`config.mk`:
```
export PLATFORM = sky130hd
export DESIGN_NAME = i2c_target_regfile_flat
export DESIGN_NICKNAME = d
export VERILOG_FILES = /design/src/rtl/i2c_pkg.sv /design/src/rtl/i2c_target_regfile_if.sv /design/src/rtl/i2c_bus_sync.sv /design/src/rtl/i2c_target_regfile.sv /design/src/flat_wrapper.sv
export SDC_FILE = /design/constraint.sdc
export NUM_CORES = 1
export LEC_CHECK = 0
export ABC_AREA = 1
export ABC_CLOCK_PERIOD_IN_PS = 4600
export CAP_MARGIN = 20
export CELL_PAD_IN_SITES_DETAIL_PLACEMENT = 2
export CELL_PAD_IN_SITES_GLOBAL_PLACEMENT = 2
export CORE_MARGIN = 3
export CORE_UTILIZATION = 40
export DETAILED_ROUTE_END_ITERATION = 8
export DONT_BUFFER_PORTS = 1
export HOLD_SLACK_MARGIN = 0.02
export PLACE_DENSITY = 0.85
export SETUP_SLACK_MARGIN = 0.05
export SLEW_MARGIN = 20
export SYNTH_ARGS = -nofsm -noshare
export SYNTH_HDL_FRONTEND = slang
export SYNTH_HIERARCHICAL = 1
export SYNTH_SLANG_ARGS = --single-unit
export TNS_END_PERCENT = 10
```
`constraint.sdc`:
```
create_clock -name i2c_clk -period 4.6 [get_ports i2c_clk]
set_input_delay 0.46 -clock i2c_clk [delete_from_list [all_inputs] [get_ports i2c_clk]]
set_output_delay 0.46 -clock i2c_clk [all_outputs]
set_load 0.01 [all_outputs]
```
`src/rtl/i2c_pkg.sv`:
```
// Shared definitions for the I2C target register file.
//   i2c_state_e   : target FSM state encoding
//   I2C_ACK/NACK  : SDA level of the acknowledge bit
//   BIT_CNT_W     : width of the per-byte bit counter
package i2c_pkg;

  typedef enum logic [3:0] {
    IDLE,
    ADDR,
    ADDR_ACK,
    PTR,
    PTR_ACK,
    WDATA,
    WDATA_ACK,
    RDATA,
    RDATA_ACK,
    WAIT_STOP
  } i2c_state_e;

  localparam logic I2C_ACK  = 1'b0;
  localparam logic I2C_NACK = 1'b1;

  localparam int unsigned BIT_CNT_W = 4;
  localparam logic [BIT_CNT_W-1:0] LAST_BIT  = BIT_CNT_W'(7);
  localparam logic [BIT_CNT_W-1:0] BYTE_BITS = BIT_CNT_W'(8);

endpackage

```
`src/rtl/i2c_target_regfile_if.sv`:
```
// Bus and local-access signals of the I2C target register file.
//   scl_in, sda_in : raw pad inputs (asynchronous)
//   sda_oe         : 1 pulls SDA low
//   wr_valid/wr_addr/wr_data : bus-write notification
//   reg_addr/reg_rdata       : local combinational read port
//   busy           : addressed transfer in progress
interface i2c_target_regfile_if #(
  parameter int unsigned AW = 4
);
  logic          scl_in;
  logic          sda_in;
  logic          sda_oe;
  logic          wr_valid;
  logic [AW-1:0] wr_addr;
  logic [7:0]    wr_data;
  logic [AW-1:0] reg_addr;
  logic [7:0]    reg_rdata;
  logic          busy;

  modport slave (
    input  scl_in, sda_in, reg_addr,
    output sda_oe, wr_valid, wr_addr, wr_data, reg_rdata, busy
  );

  modport master (
    output scl_in, sda_in, reg_addr,
    input  sda_oe, wr_valid, wr_addr, wr_data, reg_rdata, busy
  );
endinterface

```
`src/rtl/i2c_bus_sync.sv`:
```
// Pad conditioning: 2-FF synchronizers on SCL/SDA plus one history flop,
// producing single-cycle SCL edge and START/STOP pulses.
//   i2c_clk, rst : oversampling clock, async active-low reset
//   scl_i, sda_i : raw pad inputs
//   sda_o        : synchronized SDA level
//   scl_rise_o, scl_fall_o, start_o, stop_o : event pulses
module i2c_bus_sync (
  input  logic i2c_clk,
  input  logic rst,
  input  logic scl_i,
  input  logic sda_i,
  output logic sda_o,
  output logic scl_rise_o,
  output logic scl_fall_o,
  output logic start_o,
  output logic stop_o
);

  logic scl_s1_q, scl_s2_q, scl_h_q;
  logic sda_s1_q, sda_s2_q, sda_h_q;

  // Idle bus is high, so reset to 1 to avoid a spurious edge at release.
  always_ff @(posedge i2c_clk or negedge rst) begin
    if (!rst) begin
      scl_s1_q <= 1'b1;
      scl_s2_q <= 1'b1;
      scl_h_q  <= 1'b1;
      sda_s1_q <= 1'b1;
      sda_s2_q <= 1'b1;
      sda_h_q  <= 1'b1;
    end else begin
      scl_s1_q <= scl_i;
      scl_s2_q <= scl_s1_q;
      scl_h_q  <= scl_s2_q;
      sda_s1_q <= sda_i;
      sda_s2_q <= sda_s1_q;
      sda_h_q  <= sda_s2_q;
    end
  end

  assign sda_o      = sda_s2_q;
  assign scl_rise_o = scl_s2_q & ~scl_h_q;
  assign scl_fall_o = ~scl_s2_q & scl_h_q;
  // SDA transitions only count as START/STOP while SCL is stably high.
  assign start_o    = scl_s2_q & scl_h_q & sda_h_q & ~sda_s2_q;
  assign stop_o     = scl_s2_q & scl_h_q & ~sda_h_q & sda_s2_q;

endmodule

```
`src/rtl/i2c_target_regfile.sv`:
```
// I2C target with an internal register file: address match, register
// pointer, auto-incrementing writes and reads, local write notification
// and a combinational local read port.
//   i2c_clk : oversampling clock (>= 8x SCL)
//   rst     : asynchronous active-low reset
//   bus     : slave modport carrying pads, write notification, local read
module i2c_target_regfile
  import i2c_pkg::*;
#(
  parameter logic [6:0]  TARGET_ADDR = 7'h50,
  parameter int unsigned NUM_REGS    = 16
) (
  input  logic                 i2c_clk,
  input  logic                 rst,
  i2c_target_regfile_if.slave  bus
);

  localparam int unsigned AW = (NUM_REGS > 1) ? $clog2(NUM_REGS) : 1;

  logic sda_s, scl_rise, scl_fall, start, stop;

  i2c_bus_sync u_sync (
    .i2c_clk    (i2c_clk),
    .rst        (rst),
    .scl_i      (bus.scl_in),
    .sda_i      (bus.sda_in),
    .sda_o      (sda_s),
    .scl_rise_o (scl_rise),
    .scl_fall_o (scl_fall),
    .start_o    (start),
    .stop_o     (stop)
  );

  i2c_state_e                 state_q;
  logic [BIT_CNT_W-1:0]       bitcnt_q;
  logic [7:0]                 shreg_q;
  logic [AW-1:0]              ptr_q;
  logic                       rw_q;
  logic                       sda_oe_q;
  logic                       wr_valid_q;
  logic [AW-1:0]              wr_addr_q;
  logic [7:0]                 wr_data_q;
  logic                       busy_q;
  logic [NUM_REGS-1:0][7:0]   regs_q;

  logic [7:0] shift_d;
  logic [7:0] rd_byte;

  assign shift_d = {shreg_q[6:0], sda_s};
  assign rd_byte = regs_q[ptr_q];

  always_ff @(posedge i2c_clk or negedge rst) begin
    if (!rst) begin
      state_q    <= IDLE;
      bitcnt_q   <= '0;
      shreg_q    <= '0;
      ptr_q      <= '0;
      rw_q       <= 1'b0;
      sda_oe_q   <= 1'b0;
      wr_valid_q <= 1'b0;
      wr_addr_q  <= '0;
      wr_data_q  <= '0;
      busy_q     <= 1'b0;
      regs_q     <= '0;
    end else begin
      wr_valid_q <= 1'b0;
      // Commit happens during the wr_valid cycle so local reads see the
      // old value until that cycle ends.
      if (wr_valid_q) begin
        regs_q[wr_addr_q] <= wr_data_q;
        ptr_q             <= ptr_q + 1'b1;
      end

      if (start) begin
        state_q  <= ADDR;
        bitcnt_q <= '0;
        sda_oe_q <= 1'b0;
        busy_q   <= 1'b0;
      end else if (stop) begin
        state_q  <= IDLE;
        sda_oe_q <= 1'b0;
        busy_q   <= 1'b0;
      end else begin
        case (state_q)
          IDLE, WAIT_STOP: ;

          ADDR: if (scl_rise) begin
            shreg_q <= shift_d;
            if (bitcnt_q == LAST_BIT) begin
              bitcnt_q <= '0;
              if (shift_d[7:1] == TARGET_ADDR) begin
                state_q <= ADDR_ACK;
                busy_q  <= 1'b1;
                rw_q    <= shift_d[0];
              end else begin
                state_q <= WAIT_STOP;
              end
            end else begin
              bitcnt_q <= bitcnt_q + 1'b1;
            end
          end

          // ACK slot: sda_oe_q itself marks whether the first fall (start
          // driving) or the second fall (end of slot) has been seen.
          ADDR_ACK, PTR_ACK, WDATA_ACK: if (scl_fall) begin
            if (!sda_oe_q) begin
              sda_oe_q <= ~I2C_ACK;
            end else begin
              sda_oe_q <= 1'b0;
              bitcnt_q <= '0;
              if (state_q == ADDR_ACK && rw_q) begin
                state_q  <= RDATA;
                shreg_q  <= {rd_byte[6:0], 1'b0};
                sda_oe_q <= ~rd_byte[7];
              end else if (state_q == ADDR_ACK) begin
                state_q <= PTR;
              end else begin
                state_q <= WDATA;
              end
            end
          end

          PTR: if (scl_rise) begin
            shreg_q <= shift_d;
            if (bitcnt_q == LAST_BIT) begin
              bitcnt_q <= '0;
              ptr_q    <= shift_d[AW-1:0];
              state_q  <= PTR_ACK;
            end else begin
              bitcnt_q <= bitcnt_q + 1'b1;
            end
          end

          WDATA: if (scl_rise) begin
            shreg_q <= shift_d;
            if (bitcnt_q == LAST_BIT) begin
              bitcnt_q   <= '0;
              wr_valid_q <= 1'b1;
              wr_addr_q  <= ptr_q;
              wr_data_q  <= shift_d;
              state_q    <= WDATA_ACK;
            end else begin
              bitcnt_q <= bitcnt_q + 1'b1;
            end
          end

          // Here bitcnt_q counts SCL rises; shreg_q holds the bits still to
          // be driven, already left-aligned.
          RDATA: if (scl_rise) begin
            bitcnt_q <= bitcnt_q + 1'b1;
          end else if (scl_fall) begin
            if (bitcnt_q == BYTE_BITS) begin
              sda_oe_q <= 1'b0;
              ptr_q    <= ptr_q + 1'b1;
              bitcnt_q <= '0;
              state_q  <= RDATA_ACK;
            end else begin
              shreg_q  <= {shreg_q[6:0], 1'b0};
              sda_oe_q <= ~shreg_q[7];
            end
          end

          // bitcnt_q != 0 records that the controller ACKed.
          RDATA_ACK: if (scl_rise) begin
            if (sda_s == I2C_NACK) state_q <= WAIT_STOP;
            else                   bitcnt_q <= BIT_CNT_W'(1);
          end else if (scl_fall && bitcnt_q != '0) begin
            bitcnt_q <= '0;
            state_q  <= RDATA;
            shreg_q  <= {rd_byte[6:0], 1'b0};
            sda_oe_q <= ~rd_byte[7];
          end

          default: state_q <= IDLE;
        endcase
      end
    end
  end

  assign bus.sda_oe    = sda_oe_q;
  assign bus.wr_valid  = wr_valid_q;
  assign bus.wr_addr   = wr_addr_q;
  assign bus.wr_data   = wr_data_q;
  assign bus.busy      = busy_q;
  assign bus.reg_rdata = regs_q[bus.reg_addr];

endmodule

```
`src/flat_wrapper.sv`:
```
// flat-port wrapper written by rule: the top's interface ports become plain ports
module i2c_target_regfile_flat import i2c_pkg::*;
#(
  parameter logic [6:0]  TARGET_ADDR = 7'h50,
  parameter int unsigned NUM_REGS    = 16
)
  (i2c_clk, rst, bus_scl_in, bus_sda_in, bus_reg_addr, bus_sda_oe, bus_wr_valid, bus_wr_addr, bus_wr_data, bus_reg_rdata, bus_busy);
  i2c_target_regfile_if #(.AW(4)) bus_i ();
  input  logic i2c_clk;
  input  logic rst;
  input wire logic [$bits(bus_i.scl_in)-1:0] bus_scl_in;
  input wire logic [$bits(bus_i.sda_in)-1:0] bus_sda_in;
  input wire logic [$bits(bus_i.reg_addr)-1:0] bus_reg_addr;
  output wire logic [$bits(bus_i.sda_oe)-1:0] bus_sda_oe;
  output wire logic [$bits(bus_i.wr_valid)-1:0] bus_wr_valid;
  output wire logic [$bits(bus_i.wr_addr)-1:0] bus_wr_addr;
  output wire logic [$bits(bus_i.wr_data)-1:0] bus_wr_data;
  output wire logic [$bits(bus_i.reg_rdata)-1:0] bus_reg_rdata;
  output wire logic [$bits(bus_i.busy)-1:0] bus_busy;
  assign bus_i.scl_in = bus_scl_in;
  assign bus_i.sda_in = bus_sda_in;
  assign bus_i.reg_addr = bus_reg_addr;
  assign bus_sda_oe = bus_i.sda_oe;
  assign bus_wr_valid = bus_i.wr_valid;
  assign bus_wr_addr = bus_i.wr_addr;
  assign bus_wr_data = bus_i.wr_data;
  assign bus_reg_rdata = bus_i.reg_rdata;
  assign bus_busy = bus_i.busy;
  i2c_target_regfile #(.TARGET_ADDR(TARGET_ADDR), .NUM_REGS(NUM_REGS)) u_core (.i2c_clk(i2c_clk), .rst(rst), .bus(bus_i));
endmodule
```
* Yosys cells after proc, flatten, opt, wreduce, memory -nomap -nowiden *
Index checks and enable logic that the tools add are counted.

operators by class
  add/sub/neg operators = 2
  order comparisons = 4
  eq/ne operators = 45
  multiplexer cells = 81
  bitwise operators = 15
  reductions and logical operators = 22

operators with widths
  kind                   count
  $mux W4                38
  $bwmux W128            1
  $mux W8                12
  $bmux W8 S4            2
  $ne A4 B1 Y1 const B   14
  $demux W8 S4           1
  $pmux W8 S4            1
  $pmux W4 S7            1
  $mux W1                21
  $eq A4 B3 Y1 const B   5
  $pmux W4 S4            1
  $lt A4 B5 Y1 const B   3
  $ne A2 B1 Y1 const B   7
  $reduce_and A14 Y1     1
  $eq A4 B4 Y1 const B   3
  $ne A3 B1 Y1 const B   4
  $ne A4 B4 Y1 const B   3
  $reduce_and A12 Y1     1
  $reduce_and A6 Y1      2
  $reduce_bool A3 Y1     4
  $reduce_bool A5 Y1     2
  $reduce_and A9 Y1      1
  $add A4 B1 Y4 const B  2
  $eq A4 B2 Y1 const B   2
  18 further kinds       37

word-level totals
  register bits = 170
  input port bits = 8
  output and inout port bits = 23
  logic and storage cells = 201

* Depth between registers and ports, before layout *
  depth after elaboration = 9
  depth in mapped cells = 14
  gate-level depth less buffers = 14

* Cells and area by module *
The synthesis kept the hierarchy.

modules (own cells, without submodules)
  module              times used  cells each  area each (um^2)  sequential area each (um^2)
  i2c_target_regfile  1           1328        9462.8            4103.9
  i2c_bus_sync        1           17          198.9             157.7

* Worst setup path before layout *
OpenSTA, ideal clock, no wires.

  path kind = input to output
  start = in bus_reg_addr[0]
  end = out bus_reg_rdata[7]
  data arrival time = 1.478 ns
  data required time = 4.140 ns
  setup slack = 2.662 ns
  stages = 8
  buffers on the path = 3
  path through = buf_2 > inv_1 > buf_2 > clkbuf_1 > o21ai_0 > o211ai_1 > nand3_1 > nand2_1

between the ends
  longest elaborated chain between the ends = 2

ends and longest elaborated chain
  item                           RTL line                   source
  start, declared                flat_wrapper.sv:13         input wire logic [$bits(bus_i.reg_addr)-1:0] bus_reg_addr;
  $bmux W8 S4                    i2c_target_regfile.sv:185  assign bus.reg_rdata = regs_q[bus.reg_addr];
  $mux W8 (not written as such)  i2c_target_regfile.sv:185
  end, declared                  flat_wrapper.sv:18         output wire logic [$bits(bus_i.reg_rdata)-1:0] bus_reg_rdata;

No other way between the ends. The select of a mux whose other input is x is not followed.

* Final worst setup path *
  start = reg u_core.u_sync.scl_s2_q
  end = reg u_core.wr_data_q[6] (netlist: u_core/bus.wr_data[6])

between the ends
  elaborated cells between the ends (all ways) = 9
  those cells by class = bitwise (8); reduce/logical (1)

RTL lines
  item                                RTL line                   source
  start, declared                     i2c_bus_sync.sv:19         logic scl_s1_q, scl_s2_q, scl_h_q;
  start signal, assigned              i2c_bus_sync.sv:33         scl_s2_q <= scl_s1_q;
  $and A1 B1 Y1                       i2c_bus_sync.sv:42         assign scl_rise_o = scl_s2_q & ~scl_h_q;
  net u_core.scl_rise                 i2c_target_regfile.sv:20   logic sda_s, scl_rise, scl_fall, start, stop;
  $reduce_and A5 Y1 (no source line)  -
  end signal, assigned                i2c_target_regfile.sv:140  wr_data_q <= shift_d;
  end, declared                       i2c_target_regfile.sv:42   logic [7:0] wr_data_q;

The timed path passes the listed nets, and every way through them passes these cells.
A chain may end at the register's enable or synchronous reset.

==> results_dict.tcl <==
set metrics [dict create \
    status "finished, violations left" \
    violations "negative hold slack" \
    layout-area-overhead-vs-synth_pct 7.96 \
    buffers_inserted_during_post_cts_setup_optimization 0 \
    h-tree-depth 4 \
    critical_path_peak_fanout 25 \
    relSlewSlack 0.318 \
    crit_required_ns 4.86 \
    synth_cell_types 41 \
    total_number_of_clock_tree_sinks 170 \
    cts.path.max_buffers 2 \
    cts_tree "done" \
    max-vdd-ir-drop_mv 0.148 \
    cts.clk_slew.worst_paths_ns 0.07 \
    synth_top_family_by_area "simple AND/OR/NAND/NOR gates" \
    drive_gt1_frac 0.0685 \
    post_synth_main_area_contributors "dfrtp_1 (42%), nand2_1 (15%), o21ai_0 (12%), nor2_1 (4.9%), nand3_1 (4.4%)" \
    synth_async_sr_flop_share 1.00 \
    startpoint_type "flop" \
    slowest_delay_ns 0.68 \
    timing.final.hold_violations 11 \
    die_h_um 161 \
    criticalPathCategory "flop to flop" \
    route.detailed.vias_per_inst 5.96 \
    finClkSkew_ns 0.0153 \
    fmax_ghz 0.330 \
    final_max_slew_viol_count 0 \
    initial_utilization 0.409 \
    tritoncts_buffer_count 17 \
    synth_area_per_cell_um2 7.18 \
    synth_nets 1356 \
    post_synthesis_sequential_element_count 170 \
    antenna_found_initial 0 \
    synth_warnings 6 \
    finalWorstSetupSlack_ns 1.57 \
    max_slew.worst_pin.slew_ns 1.02 \
    synth-simple-area-share 0.273 \
    core_region_area_um2 23600 \
    power.leakage_nw 4.55 \
    period_share 0.658 \
    worst_skew_pair.late_latency_ns 0.45 \
    fraction_of_post_synthesis_cell_area_in_the_top_cell_type_by_area 0.425 \
    yosys_most_used_dff "dfrtp_1" \
    worst_hold_slack_ns -0.0742 \
    groute.layer.met3.usage 0.0405 \
    critical_path_top_delay_cell "nor3_4" \
    mux_contribution_to_synthesized_area 0 \
    ys_top_cells_by_count "nand2_1 (376), o21ai_0 (236), dfrtp_1 (164)" \
    fin_nets 1311 \
    detail_route.drc_violations 0 \
    num_io_pins 31 \
    full_die_area_um2 26100 \
    worst_ep_arrival_time_ns 3.29 \
    routed_wire_length_per_instance_um 24.4 \
    number_of_violations_of_the_max_capacitance_limit 0 \
    worstHoldPathType "primary input to async pin" \
    grt_overflow 0 \
    globalRoute.busiestLayer "met2" \
    pre_cts_slack_ns 1.82 \
    post-synth-top-area-cell "dfrtp_1" \
    number_of_global_route_vias_before_repair 10600 \
    global_route.usage.total 0.312 \
    remaining_antenna_violation_count_after_routing 0 \
    number_of_setup_violations_in_the_final_report 0 \
    post-synth-top-count-cell "nand2_1" \
    drt-initial-drc-count 728 \
    postSynthCellCount 1345 \
    yosysSeqAreaShare 0.441 \
    finalWirelength_mm 39.8 \
    detailroute.via_count 9722 \
    grt_setup_unrepaired "no" \
    groute.layer.met2.usage 0.513 \
    synth_enable_flop_cells 0 \
    overall_die_width_um 161 \
    post_synth_instance_area_um2 9660 \
    synth_compound_gate_area_share 0.199 \
    grt_start_max_net_pins 171 \
    groute.layer.met1.usage 0.417 \
    yosys.area_share.adder 0.00389 \
    placement.io_buffers 0 \
    dp_hpwl_mm 25.9 \
    insertedDiodeCount 0 \
    power-per-cell-area_nw_per_um2 378 \
    min_period_ns 3.03 \
    rows 56 \
    place_congestion 0.887 \
    fin_setup_tns_ns 0 \
    synthXorXnorAreaFrac 0.00453 \
    drt_pass1_iterations 5 \
    global_route_wire_length_before_repair_mm 62.6 \
    cp_cell_sequence "inv_1 > nor2_1 > inv_1 > nor2_1 > inv_2 > nor3_4 > o21ai_0" \
    clk_root_buffer_cell "clkbuf_16" \
    worstSetupEndpointType "flop" \
]
[area by class of cell]
type	count	area [um2]
clock buffer	20	447
clock inverter	12	139
fill	2808	13200
inverter	106	398
multi-input combinational	991	4650
sequential	170	4270
tap	319	399
timing repair buffer	14	130
[registers in the layout, summed over array words and instances, names as in the netlist, 4 cells and up]
name,count
u_core/state_q,4
u_core/bus.wr_data,8
u_core/bitcnt_q,4
u_core/regs_q,128
u_core/bus.wr_addr,4
u_core/ptr_q,4
u_core/shreg_q,8
[layout by cell type, fill, tap and decap left out, types with 2 or more instances in the layout]
cell / instances
buf_4: 11
clkinvlp_4: 4
a21oi_1: 73
ha_1: 3
o211ai_1: 23
clkbuf_16: 17
nand3_2: 2
nor2_4: 8
nand3_1: 85
bufinv_16: 2
inv_1: 96
o21ai_0: 236
nand2_1: 376
dfstp_2: 6
nor2_2: 7
nor3_1: 3
xor2_1: 3
dfrtp_1: 163
o22ai_1: 8
dlygate4sd3_1: 2
nand4_1: 6
o221ai_1: 11
clkinv_4: 2
clkbuf_1: 2
inv_2: 8
nor2_1: 122
nand2_4: 4
a21oi_2: 2
inv_6: 3
clkinv_1: 2
xnor2_1: 2
nand2_2: 5
o21ai_1: 2
[kinds of logic (layout without fill, tap and decap cells)]
group | after synthesis | after routing
adders and majority gates | 3 | 3
buffers and inverters | 184 | 152
AOI/OAI and AO/OA | 359 | 359
DFF | 170 | 170
xor gates and xnor gates | 5 | 5
and+or+nand+nor | 624 | 624
[per-layer routing]
| metal | wire, um | vias up | part of all wire |
|---|---|---|---|
| li1 | - | 4328 | - |
| met1 | 17700 | 5070 | 0.44 |
| met2 | 19200 | 251 | 0.48 |
| met3 | 1460 | 73 | 0.037 |
| met4 | 1450 | 0 | 0.036 |
| met5 | 0 | - | 0 |
[report_power, final]
part           switching [mW]  internal, mW  total, mW
sequential             0.0628          1.53       1.59
clock                   0.678         0.821       1.50
combinational           0.620         0.233      0.854
[critical path: cells and delay by family, from the launching register on]
| kind | cells | cell delay (ns) |
|---|---|---|
| AND/OR/NAND/NOR | 3 | 1.61 |
| flip-flops | 1 | 0.56 |
| AO/OA/AOI/OAI | 1 | 0.26 |
| buffers and inverters | 3 | 0.40 |
[metrics by stage]
step	instance area [um2]	utilization	instances	total power [mW]
CTS	10400	0.441	1632	3.97
detailed placement	9790	0.415	1597	2.42
global route	10400	0.442	1632	4.12
global placement	9790	0.415	1597	2.37
finish	10400	0.442	1632	3.95
floorplan	9660	-	1345	2.20
[timing repair]
action                                 CTS  global route
hold buffers                             3             0
gates resized for setup                  0             0
endpoints found under the hold margin  172             0
[final timing paths]
kind	start	endpoint	slack (ns)	depth (start not counted)
setup / recovery	u_core/u_sync/scl_s2_q	u_core/bus.wr_data[6]	1.57	7
hold / removal	rst	u_core/regs_q[73]	-0.07	1
setup reg to reg	u_core/u_sync/scl_s2_q	u_core/bus.wr_data[6]	1.57	7
hold reg to reg	u_core/u_sync/sda_s1_q	u_core/u_sync/sda_o	0.36	0
max in group asynchronous	rst	u_core/ptr_q[0]	3.72	1
min in group i2c_clk	u_core/u_sync/sda_s1_q	u_core/u_sync/sda_o	0.36	0
Power figures use the tool's default switching activity.
